==> config.mk <==
export PLATFORM = sky130hd
export DESIGN_NAME = qed_inst_constraint_seq
export DESIGN_NICKNAME = d
export VERILOG_FILES = /design/src/rtl/qed_inst_constraint_seq.sv
export SDC_FILE = /design/constraint.sdc
export NUM_CORES = 1
export LEC_CHECK = 0
export CAP_MARGIN = 5
export CORE_ASPECT_RATIO = 0.6
export CORE_UTILIZATION = 35
export DETAILED_ROUTE_END_ITERATION = 10
export MAX_ROUTING_LAYER = met4
export SLEW_MARGIN = 5
export SYNTH_ARGS = -nofsm -noshare
export SYNTH_HDL_FRONTEND = slang
export SYNTH_SLANG_ARGS = --single-unit
==> constraint.sdc <==
create_clock -name clk -period 1.9 [get_ports clk]
set_input_delay 0.19 -clock clk [delete_from_list [all_inputs] [get_ports clk]]
set_output_delay 0.19 -clock clk [all_outputs]
set_load 0.02 [all_outputs]
==> src/rtl/qed_inst_constraint_seq.sv <==
// Stateful SQED instruction filter: legality decode, program-length bound, stall-hold check, sticky violation flag.
// Build option: define QED_ASSUME_EN to emit a formal assumption that every valid instruction is legal.
module qed_inst_constraint_seq #(
    parameter int unsigned NUM_ORIG_REGS = 16,
    parameter int unsigned LD_WINDOW     = 64,
    parameter int unsigned ST_WINDOW     = 64,
    parameter bit          ALLOW_SW      = 1'b0,
    parameter bit          ALLOW_MUL     = 1'b0,
    parameter int unsigned MAX_INSTS     = 8,
    parameter int unsigned DRAIN_CYCLES  = 4,
    localparam int unsigned CNT_W = (MAX_INSTS == 0) ? 1 : $clog2(MAX_INSTS + 1)
) (
    input  logic             clk,
    input  logic             rst,
    input  logic [31:0]      instruction,
    input  logic             inst_valid,
    input  logic             stall,
    output logic             inst_ok,
    output logic [CNT_W-1:0] issued_cnt,
    output logic [1:0]       state,
    output logic             done,
    output logic             viol
);

    localparam int unsigned DRN_W = (DRAIN_CYCLES <= 1) ? 1 : $clog2(DRAIN_CYCLES);
    localparam logic [CNT_W-1:0] CNT_MAX = '1;

    typedef enum logic [1:0] {
        S_ISSUE = 2'b00,
        S_DRAIN = 2'b01,
        S_DONE  = 2'b10
    } state_t;

    // Instruction fields
    logic [6:0]  opcode;
    logic [4:0]  rd;
    logic [2:0]  funct3;
    logic [4:0]  rs1;
    logic [4:0]  rs2;
    logic [6:0]  funct7;
    logic [11:0] imm_i;
    logic [11:0] imm_s;

    assign opcode = instruction[6:0];
    assign rd     = instruction[11:7];
    assign funct3 = instruction[14:12];
    assign rs1    = instruction[19:15];
    assign rs2    = instruction[24:20];
    assign funct7 = instruction[31:25];
    assign imm_i  = instruction[31:20];
    assign imm_s  = {instruction[31:25], instruction[11:7]};

    logic cls_legal;
    logic is_nop;
    logic use_rd;
    logic use_rs1;
    logic use_rs2;

    always_comb begin
        cls_legal = 1'b0;
        is_nop    = 1'b0;
        use_rd    = 1'b0;
        use_rs1   = 1'b0;
        use_rs2   = 1'b0;
        case (opcode)
            7'b0010011: begin
                use_rd  = 1'b1;
                use_rs1 = 1'b1;
                case (funct3)
                    3'b001:  cls_legal = (funct7 == 7'b0000000);
                    3'b101:  cls_legal = (funct7 == 7'b0000000) || (funct7 == 7'b0100000);
                    default: cls_legal = 1'b1;
                endcase
            end
            7'b0110011: begin
                use_rd  = 1'b1;
                use_rs1 = 1'b1;
                use_rs2 = 1'b1;
                case (funct7)
                    7'b0000000: cls_legal = 1'b1;
                    7'b0100000: cls_legal = (funct3 == 3'b000) || (funct3 == 3'b101);
                    // MUL/MULH/MULHSU/MULHU only; divides stay illegal
                    7'b0000001: cls_legal = ALLOW_MUL && !funct3[2];
                    default:    cls_legal = 1'b0;
                endcase
            end
            7'b0000011: begin
                use_rd    = 1'b1;
                use_rs1   = 1'b1;
                cls_legal = (funct3 == 3'b010) && (rs1 == 5'd0) && (32'(imm_i) < LD_WINDOW);
            end
            7'b0100011: begin
                use_rs1   = 1'b1;
                use_rs2   = 1'b1;
                cls_legal = ALLOW_SW && (funct3 == 3'b010) && (rs1 == 5'd0)
                            && (32'(imm_s) < ST_WINDOW);
            end
            7'b1111111: begin
                is_nop    = 1'b1;
                cls_legal = 1'b1;
            end
            default: cls_legal = 1'b0;
        endcase
    end

    // Register-bound checks, one per operand slot
    logic [4:0] reg_field [3];
    logic [2:0] reg_used;
    logic [2:0] reg_ok;

    assign reg_field[0] = rd;
    assign reg_field[1] = rs1;
    assign reg_field[2] = rs2;
    assign reg_used     = {use_rs2, use_rs1, use_rd};

    genvar gi;
    generate
        for (gi = 0; gi < 3; gi++) begin : g_reg_bound
            assign reg_ok[gi] = !reg_used[gi] || (32'(reg_field[gi]) < NUM_ORIG_REGS);
        end
    endgenerate

    logic legal;
    assign legal = cls_legal && (&reg_ok);

    // State
    state_t             state_reg, state_next;
    logic [CNT_W-1:0]   cnt_reg, cnt_next;
    logic [DRN_W-1:0]   drain_cnt_reg, drain_cnt_next;
    logic               hold_pend_reg, hold_pend_next;
    logic [31:0]        held_word_reg, held_word_next;
    logic               done_reg, done_next;
    logic               viol_reg, viol_next;

    always_ff @(posedge clk) begin
        if (rst) begin
            state_reg     <= S_ISSUE;
            cnt_reg       <= '0;
            drain_cnt_reg <= '0;
            hold_pend_reg <= 1'b0;
            held_word_reg <= '0;
            done_reg      <= 1'b0;
            viol_reg      <= 1'b0;
        end else begin
            state_reg     <= state_next;
            cnt_reg       <= cnt_next;
            drain_cnt_reg <= drain_cnt_next;
            hold_pend_reg <= hold_pend_next;
            held_word_reg <= held_word_next;
            done_reg      <= done_next;
            viol_reg      <= viol_next;
        end
    end

    // While rst is high, legality is judged as if already reset
    state_t eff_state;
    logic   hold_active;
    logic   hold_ok;
    logic   accept;

    assign eff_state   = rst ? S_ISSUE : state_reg;
    assign hold_active = !rst && hold_pend_reg;
    assign hold_ok     = !hold_active || (inst_valid && (instruction == held_word_reg));
    assign accept      = inst_valid && !stall;

    logic [CNT_W-1:0] cnt_inc;
    assign cnt_inc = cnt_reg + 1'b1;

    always_comb begin
        state_next     = state_reg;
        cnt_next       = cnt_reg;
        drain_cnt_next = drain_cnt_reg;
        hold_pend_next = inst_valid && stall;
        held_word_next = (inst_valid && stall) ? instruction : held_word_reg;
        viol_next      = viol_reg || (inst_valid && !inst_ok);
        case (state_reg)
            S_ISSUE: begin
                drain_cnt_next = '0;
                if (accept && !is_nop) begin
                    if (MAX_INSTS == 0) begin
                        if (cnt_reg != CNT_MAX) begin
                            cnt_next = cnt_inc;
                        end
                    end else begin
                        cnt_next = cnt_inc;
                        if (32'(cnt_inc) == MAX_INSTS) begin
                            state_next = S_DRAIN;
                        end
                    end
                end
            end
            S_DRAIN: begin
                // Drain time runs regardless of stall
                if (32'(drain_cnt_reg) + 32'd1 >= DRAIN_CYCLES) begin
                    state_next = S_DONE;
                end else begin
                    drain_cnt_next = drain_cnt_reg + 1'b1;
                end
            end
            S_DONE:  state_next = S_DONE;
            default: state_next = S_ISSUE;
        endcase
        done_next = (state_next == S_DONE);
    end

    always_comb begin
        inst_ok    = legal && hold_ok && ((eff_state == S_ISSUE) || is_nop);
        issued_cnt = cnt_reg;
        state      = state_reg;
        done       = done_reg;
        viol       = viol_reg;
    end

`ifdef QED_ASSUME_EN
    assume_legal_stream: assume property (@(posedge clk) disable iff (rst) !inst_valid || inst_ok);
`else
`endif

endmodule

==> results of run 1 <==
==> kinds of logic (layout without fill, tap and decap cells) <==
group / after synthesis / after routing / share of synthesized area
flip-flops: 43 / 43 / 0.413
buffers and inverters: 15 / 93 / 0.0270
XOR/XNOR: 37 / 37 / 0.156
multiplexers: 1 / 1 / 0.00480
AND/OR/NAND/NOR: 114 / 114 / 0.247
adder cells (fa/ha/maj): 2 / 2 / 0.0120
AO/OA/AOI/OAI: 48 / 48 / 0.140
==> cell usage in the layout, fill, tap and decap left out, types with 2 or more instances in the layout <==
master,count
clkdlybuf4s15_1,3
xnor2_1,3
or4_4,3
nor4_1,3
nand3_1,3
buf_12,2
xor2_1,34
nand4_1,3
nand2b_1,3
a21oi_1,35
buf_2,3
nor4_2,6
ha_1,2
inv_1,3
clkbuf_8,5
nor3_1,5
nor2b_1,2
nor2_1,11
clkdlybuf4s50_1,21
clkinv_2,3
dlygate4sd2_1,13
buf_4,35
nand2_1,68
dfxtp_2,2
buf_6,2
dfxtp_1,41
==> synthesized netlist by cell type (2+ instances only) <==
master	instances	area share
a21oi_1	35	0.084
clkbuf_1	12	0.022
dfxtp_1	43	0.41
ha_1	2	0.012
inv_1	3	0.0054
nand2_1	68	0.12
nand2b_1	3	0.0090
nand3_1	3	0.0072
nand4_1	3	0.0090
nor2_1	11	0.020
nor2b_1	2	0.0060
nor3_1	6	0.014
nor4_1	10	0.030
or4_1	2	0.0072
xnor2_1	3	0.013
xor2_1	34	0.14
==> worst paths after layout <==
| check | startpoint | to | slack [ns] |
|---|---|---|---|
| worst max-delay path | instruction[27] | inst_ok | -0.15 |
| worst min-delay path | instruction[30] | held_word_reg[30] | 0.17 |
| worst max register to register | held_word_reg[1] | viol | 0.38 |
| worst min register to register | held_word_reg[13] | held_word_reg[13] | 0.47 |
==> routing by layer <==
metal / up-vias / wire [µm]
li1: 1042 / -
met5: - / 0
met2: 30 / 2380
met4: 0 / 44
met3: 5 / 258
met1: 924 / 2990
==> worst max-delay path, delay by kind of cell <==
family	cells	cell delay, ns
and+or+nand+nor	1	0.51
buffers and inverters	2	0.30
AOI/OAI and AO/OA	4	0.87
==> per-stage QoR <==
stage                     hold slack [ns]  instance area, µm²  setup WS [ns]
after floorplan                     0.326                2080          0.173
after global placement              0.453                2870         -0.880
after detailed placement            0.458                2870         -0.955
after CTS                           0.165                3030         -0.172
after global routing                0.163                3050         -0.245
final                               0.172                3050         -0.152
==> what timing repair did <==
item	4_1_cts	5_1_grt
gates cloned	0	0
resized for setup	59	6
pin swaps	19	8
hold buffers	0	0
setup endpoints to repair	2	1
buffers inserted	2	0
==> report_power, final <==
group          switching, µW  internal, µW  total [µW]
sequential              24.6           937         962
combinational            179           174         353
clock                    318           252         570
==> area by class of cell <==
cell class	count	area, µm²
Clock inverter	3	15.0
Timing Repair Buffer	82	723
Clock buffer	5	68.8
Tap cell	80	100
Sequential cell	43	863
Inverter	3	11.3
Fill cell	530	2600
Multi-Input combinational cell	202	1270
==> results.json, run 1 <==
{
  "power.density_nw_per_um2": 618,
  "hold_class": "in2reg",
  "end_kind": "output port",
  "ir_drop_mv": 0.251,
  "seq_area_frac_synth": 0.413,
  "syn_area_per_cell_um2": 8.01,
  "final_cells": 418,
  "grtUsageMet1": 0.288,
  "grt_pass1_wl_um": 8850,
  "maxSlewHeadroom": 0.691,
  "drive_gt1_frac": 0.207,
  "grt_max_degree": 44,
  "groute.usage.overall": 0.200,
  "largest_register_ffs": 32,
  "drt-pass1-iter-count": 4,
  "cp-start-kind": "primary input",
  "max_stage_delay_ns": 0.51,
  "outcome": "finished with violations",
  "crit_slowest_cell": "or4_4",
  "finalSetupViolCount": 1,
  "clk_pin_slew_ns": 0.08,
  "groute.layer.met3.usage": 0.0414,
  "rsz0062_at_grt": "yes",
  "path_cells": "clkdlybuf4s15_1 > or4_4 > o311ai_4 > a31oi_1 > a211oi_2 > o21a_1 > buf_6",
  "fin_util": 0.540,
  "viasPerCell": 4.79,
  "hold_viol_final": 0,
  "synth_nets": 298,
  "fmax_mhz": 487,
  "n_antenna_cell": 0,
  "ctsHtreeMaxLevel": 2,
  "min_delay_path_depth": 3,
  "fin_skew_ns": 0.00671,
  "finalCritPeriodShare": 1.08,
  "synth_area_um2": 2080,
  "maxSlewViolCount": 0,
  "violations": "negative setup slack",
  "setup_ws_ns": -0.152,
  "synth-async-reset-ratio": 0,
  "cts_buffers": 5,
  "core-area_um2": 5650,
  "dp_hpwl_um": 4100,
  "io_buffers": 44,
  "cp.arrival_ns": 1.86,
  "first_iter_violations": 86,
  "grt_overflow": 0,
  "area_growth_syn_to_layout_pct": 46.4,
  "yosys_warnings": 0,
  "dp_cells": 408,
  "die-area_um2": 6270,
  "worstPathMaxFanout": 2,
  "synth.distinct_cells": 36,
  "grt_pass1_vias": 1764,
  "synth_edf_count": 0,
  "clock_latency_ns": 0.30,
  "leakage_uw": 0.00126,
  "clockBufferDepth": 2,
  "ant_nets": 0,
  "via_count": 2001,
  "cts_tree": "built",
  "gp_congestion": 0.837,
  "antenna_found_initial": 0,
  "grtUsageMet2": 0.283,
  "drv_cap": 0,
  "dieHeight_um": 61.8,
  "cts.sinks": 43,
  "cp.required_ns": 1.71,
  "synth_seq_cells": 43,
  "synthCells": 260,
  "wirelength_um": 5670,
  "std_cell_rows": 21,
  "top_usage_layer": "met1",
  "cts-root-buf": "clkbuf_8",
  "initial_core_util": 0.369,
  "synth_flop_cell": "dfxtp_1",
  "drc": 0,
  "wl_per_cell_um": 13.6,
  "chipWidth_um": 102,
  "tightest_slew_ns": 0.461,
  "worstRegToRegCells": 5,
  "crit_type": "in2out",
  "period_needed_ns": 2.05,
  "power_uw": 1890,
  "nets": 375,
  "pin_count": 45,
  "setup_tns_ns": -0.152
}
Note: power is estimated with default switching activity, not from simulation.
==> run 2, diff against run 1 <==
Settings changed: CTS_CLUSTER_DIAMETER from default to 40.
==> results of run 2 <==
No change in the layout: final DEF, timing and power equal those of run 1.
==> run 3, diff against run 2 <==
Settings changed: GPL_TIMING_DRIVEN from default to 0.
==> run 3 against run 2 <==
  * The run still ends with negative setup slack left
  * Clock-buffer cell count up 2
  * Setup slack better by 0.0017 ns
  * Total power down 3.4%
  * Die area unchanged
  * Core utilization down 5.1 points
  * Flip-flop and latch count unchanged
  * Via count down 4.3%
  * Clock skew down 0.0035 ns
  * Worst hold slack worse by 0.027 ns
  * First-iteration DRC count up 7.0%
  * Design area down 9.5%
==> results.json, run 3 (synthesis results as in run 1) <==
{
  "outcome": "finished with violations",
  "violations": "negative setup slack",
  "crit_slowest_cell": "or4_4",
  "finalCritPeriodShare": 1.08,
  "antenna_found_initial": 0,
  "clock_latency_ns": 0.30,
  "n_antenna_cell": 0,
  "groute.usage.overall": 0.194,
  "drv_cap": 0,
  "chipWidth_um": 102,
  "cp.required_ns": 1.71,
  "cts_buffers": 5,
  "path_cells": "buf_2 > or4_4 > o311ai_4 > a31oi_1 > a211oi_2 > o21a_1 > buf_6",
  "worstPathMaxFanout": 4,
  "max_stage_delay_ns": 0.54,
  "drc": 0,
  "grt_max_degree": 13,
  "clockBufferDepth": 2,
  "setup_ws_ns": -0.150,
  "fmax_mhz": 488,
  "grt_pass1_vias": 1661,
  "grtUsageMet2": 0.265,
  "std_cell_rows": 21,
  "rsz0062_at_grt": "yes",
  "largest_register_ffs": 32,
  "maxSlewHeadroom": 0.641,
  "wl_per_cell_um": 13.7,
  "grt_pass1_wl_um": 8470,
  "grtUsageMet1": 0.282,
  "final_common_cell": "nand2_1",
  "cts.sinks": 43,
  "hold_class": "in2reg",
  "ctsHoldBuffers": 0,
  "core-area_um2": 5650,
  "pin_count": 45,
  "initial_core_util": 0.369,
  "register_area_um2": 863,
  "critPathTopFamily": "compound AO/OA/AOI/OAI gates",
  "hold_viol_final": 0,
  "multi_input_area_um2": 1240,
  "via_count": 1915,
  "clk_pin_slew_ns": 0.07,
  "cp.arrival_ns": 1.86,
  "power.density_nw_per_um2": 660,
  "io_buffers": 43,
  "crit_type": "in2out",
  "end_kind": "output port",
  "gp_congestion": 0.851,
  "top_usage_layer": "met1",
  "power_uw": 1820,
  "cp-start-kind": "primary input",
  "fin_skew_ns": 0.00326,
  "maxSlewViolCount": 0,
  "placed_cell_area_um2": 2610,
  "final_design_area_no_fill_um2": 2760,
  "area_growth_syn_to_layout_pct": 32.5,
  "die-area_um2": 6270,
  "cts-root-buf": "clkbuf_8",
  "first_iter_violations": 92,
  "hold_ws_ns": 0.144,
  "fill_cells": 562,
  "leakage_uw": 0.00107,
  "grt_overflow": 0,
  "drt-pass1-iter-count": 4,
  "period_needed_ns": 2.05,
  "ctsHtreeMaxLevel": 2,
  "wirelength_um": 5410,
  "drive_gt1_frac": 0.115,
  "cts_tree": "built",
  "groute.layer.met3.usage": 0.0447,
  "finalSetupViolCount": 1,
  "dp_hpwl_um": 4120,
  "mostFrequentLayoutCells": "68 x nand2_1, 41 x dfxtp_1, 35 x a21oi_1",
  "dieHeight_um": 61.8,
  "ir_drop_mv": 0.319,
  "worst-path-buf-inv": 2,
  "tightest_slew_ns": 0.539,
  "viasPerCell": 4.86,
  "nets": 351,
  "ant_nets": 0
}
==> run 3: repair_timing <==
action	CTS	global route
resized for setup	54	15
setup buffers	2	1
pin swaps	12	11
endpoints found under the setup margin	1	1
==> run 3: metal layers <==
| metal | vias up | share of wire |
|---|---|---|
| li1 | 986 | - |
| met1 | 888 | 0.53 |
| met2 | 33 | 0.41 |
| met3 | 8 | 0.049 |
| met4 | 0 | 0.011 |
| met5 | - | 0 |
==> run 3: worst paths after layout <==
| check | from | end | slack, ns | cells past startpoint |
|---|---|---|---|---|
| setup / recovery | instruction[29] | inst_ok | -0.15 | 7 |
| hold / removal | instruction[27] | held_word_reg[27] | 0.14 | 3 |
| setup reg to reg | held_word_reg[28] | viol | 0.39 | 5 |
| hold reg to reg | held_word_reg[6] | held_word_reg[6] | 0.46 | 2 |
==> run 3: cell type report <==
type | count | share of cell area
sequential | 43 | 0.313
tap | 80 | 0.0363
clock inverter | 1 | 0.00181
inverter | 3 | 0.00408
timing repair buffer | 46 | 0.150
clock buffer | 7 | 0.0277
buffer | 12 | 0.0163
multi-input combinational | 202 | 0.451
==> run 3: worst min-delay path: stages <==
cell and delay [ns]:
buf_6 0.11, nand2_1 0.05, a21oi_1 0.05
==> run 3: metrics by stage <==
| step | std cells | setup slack, ns | setup TNS (ns) | utilization |
|---|---|---|---|---|
| floorplan | 260 | 0.173 | 0 | - |
| global placement | 383 | -0.990 | -1.30 | 0.463 |
| detailed placement | 383 | -1.00 | -1.33 | 0.463 |
| CTS | 393 | -0.181 | -0.181 | 0.483 |
| global route | 394 | -0.234 | -0.234 | 0.489 |
| finish | 394 | -0.150 | -0.150 | 0.489 |
==> run 3: power by group <==
group / total [µW] / switching (µW) / internal, µW
combinational: 298 / 168 / 129
sequential: 962 / 24.9 / 937
clock: 561 / 303 / 258
total: 1820 / 496 / 1320
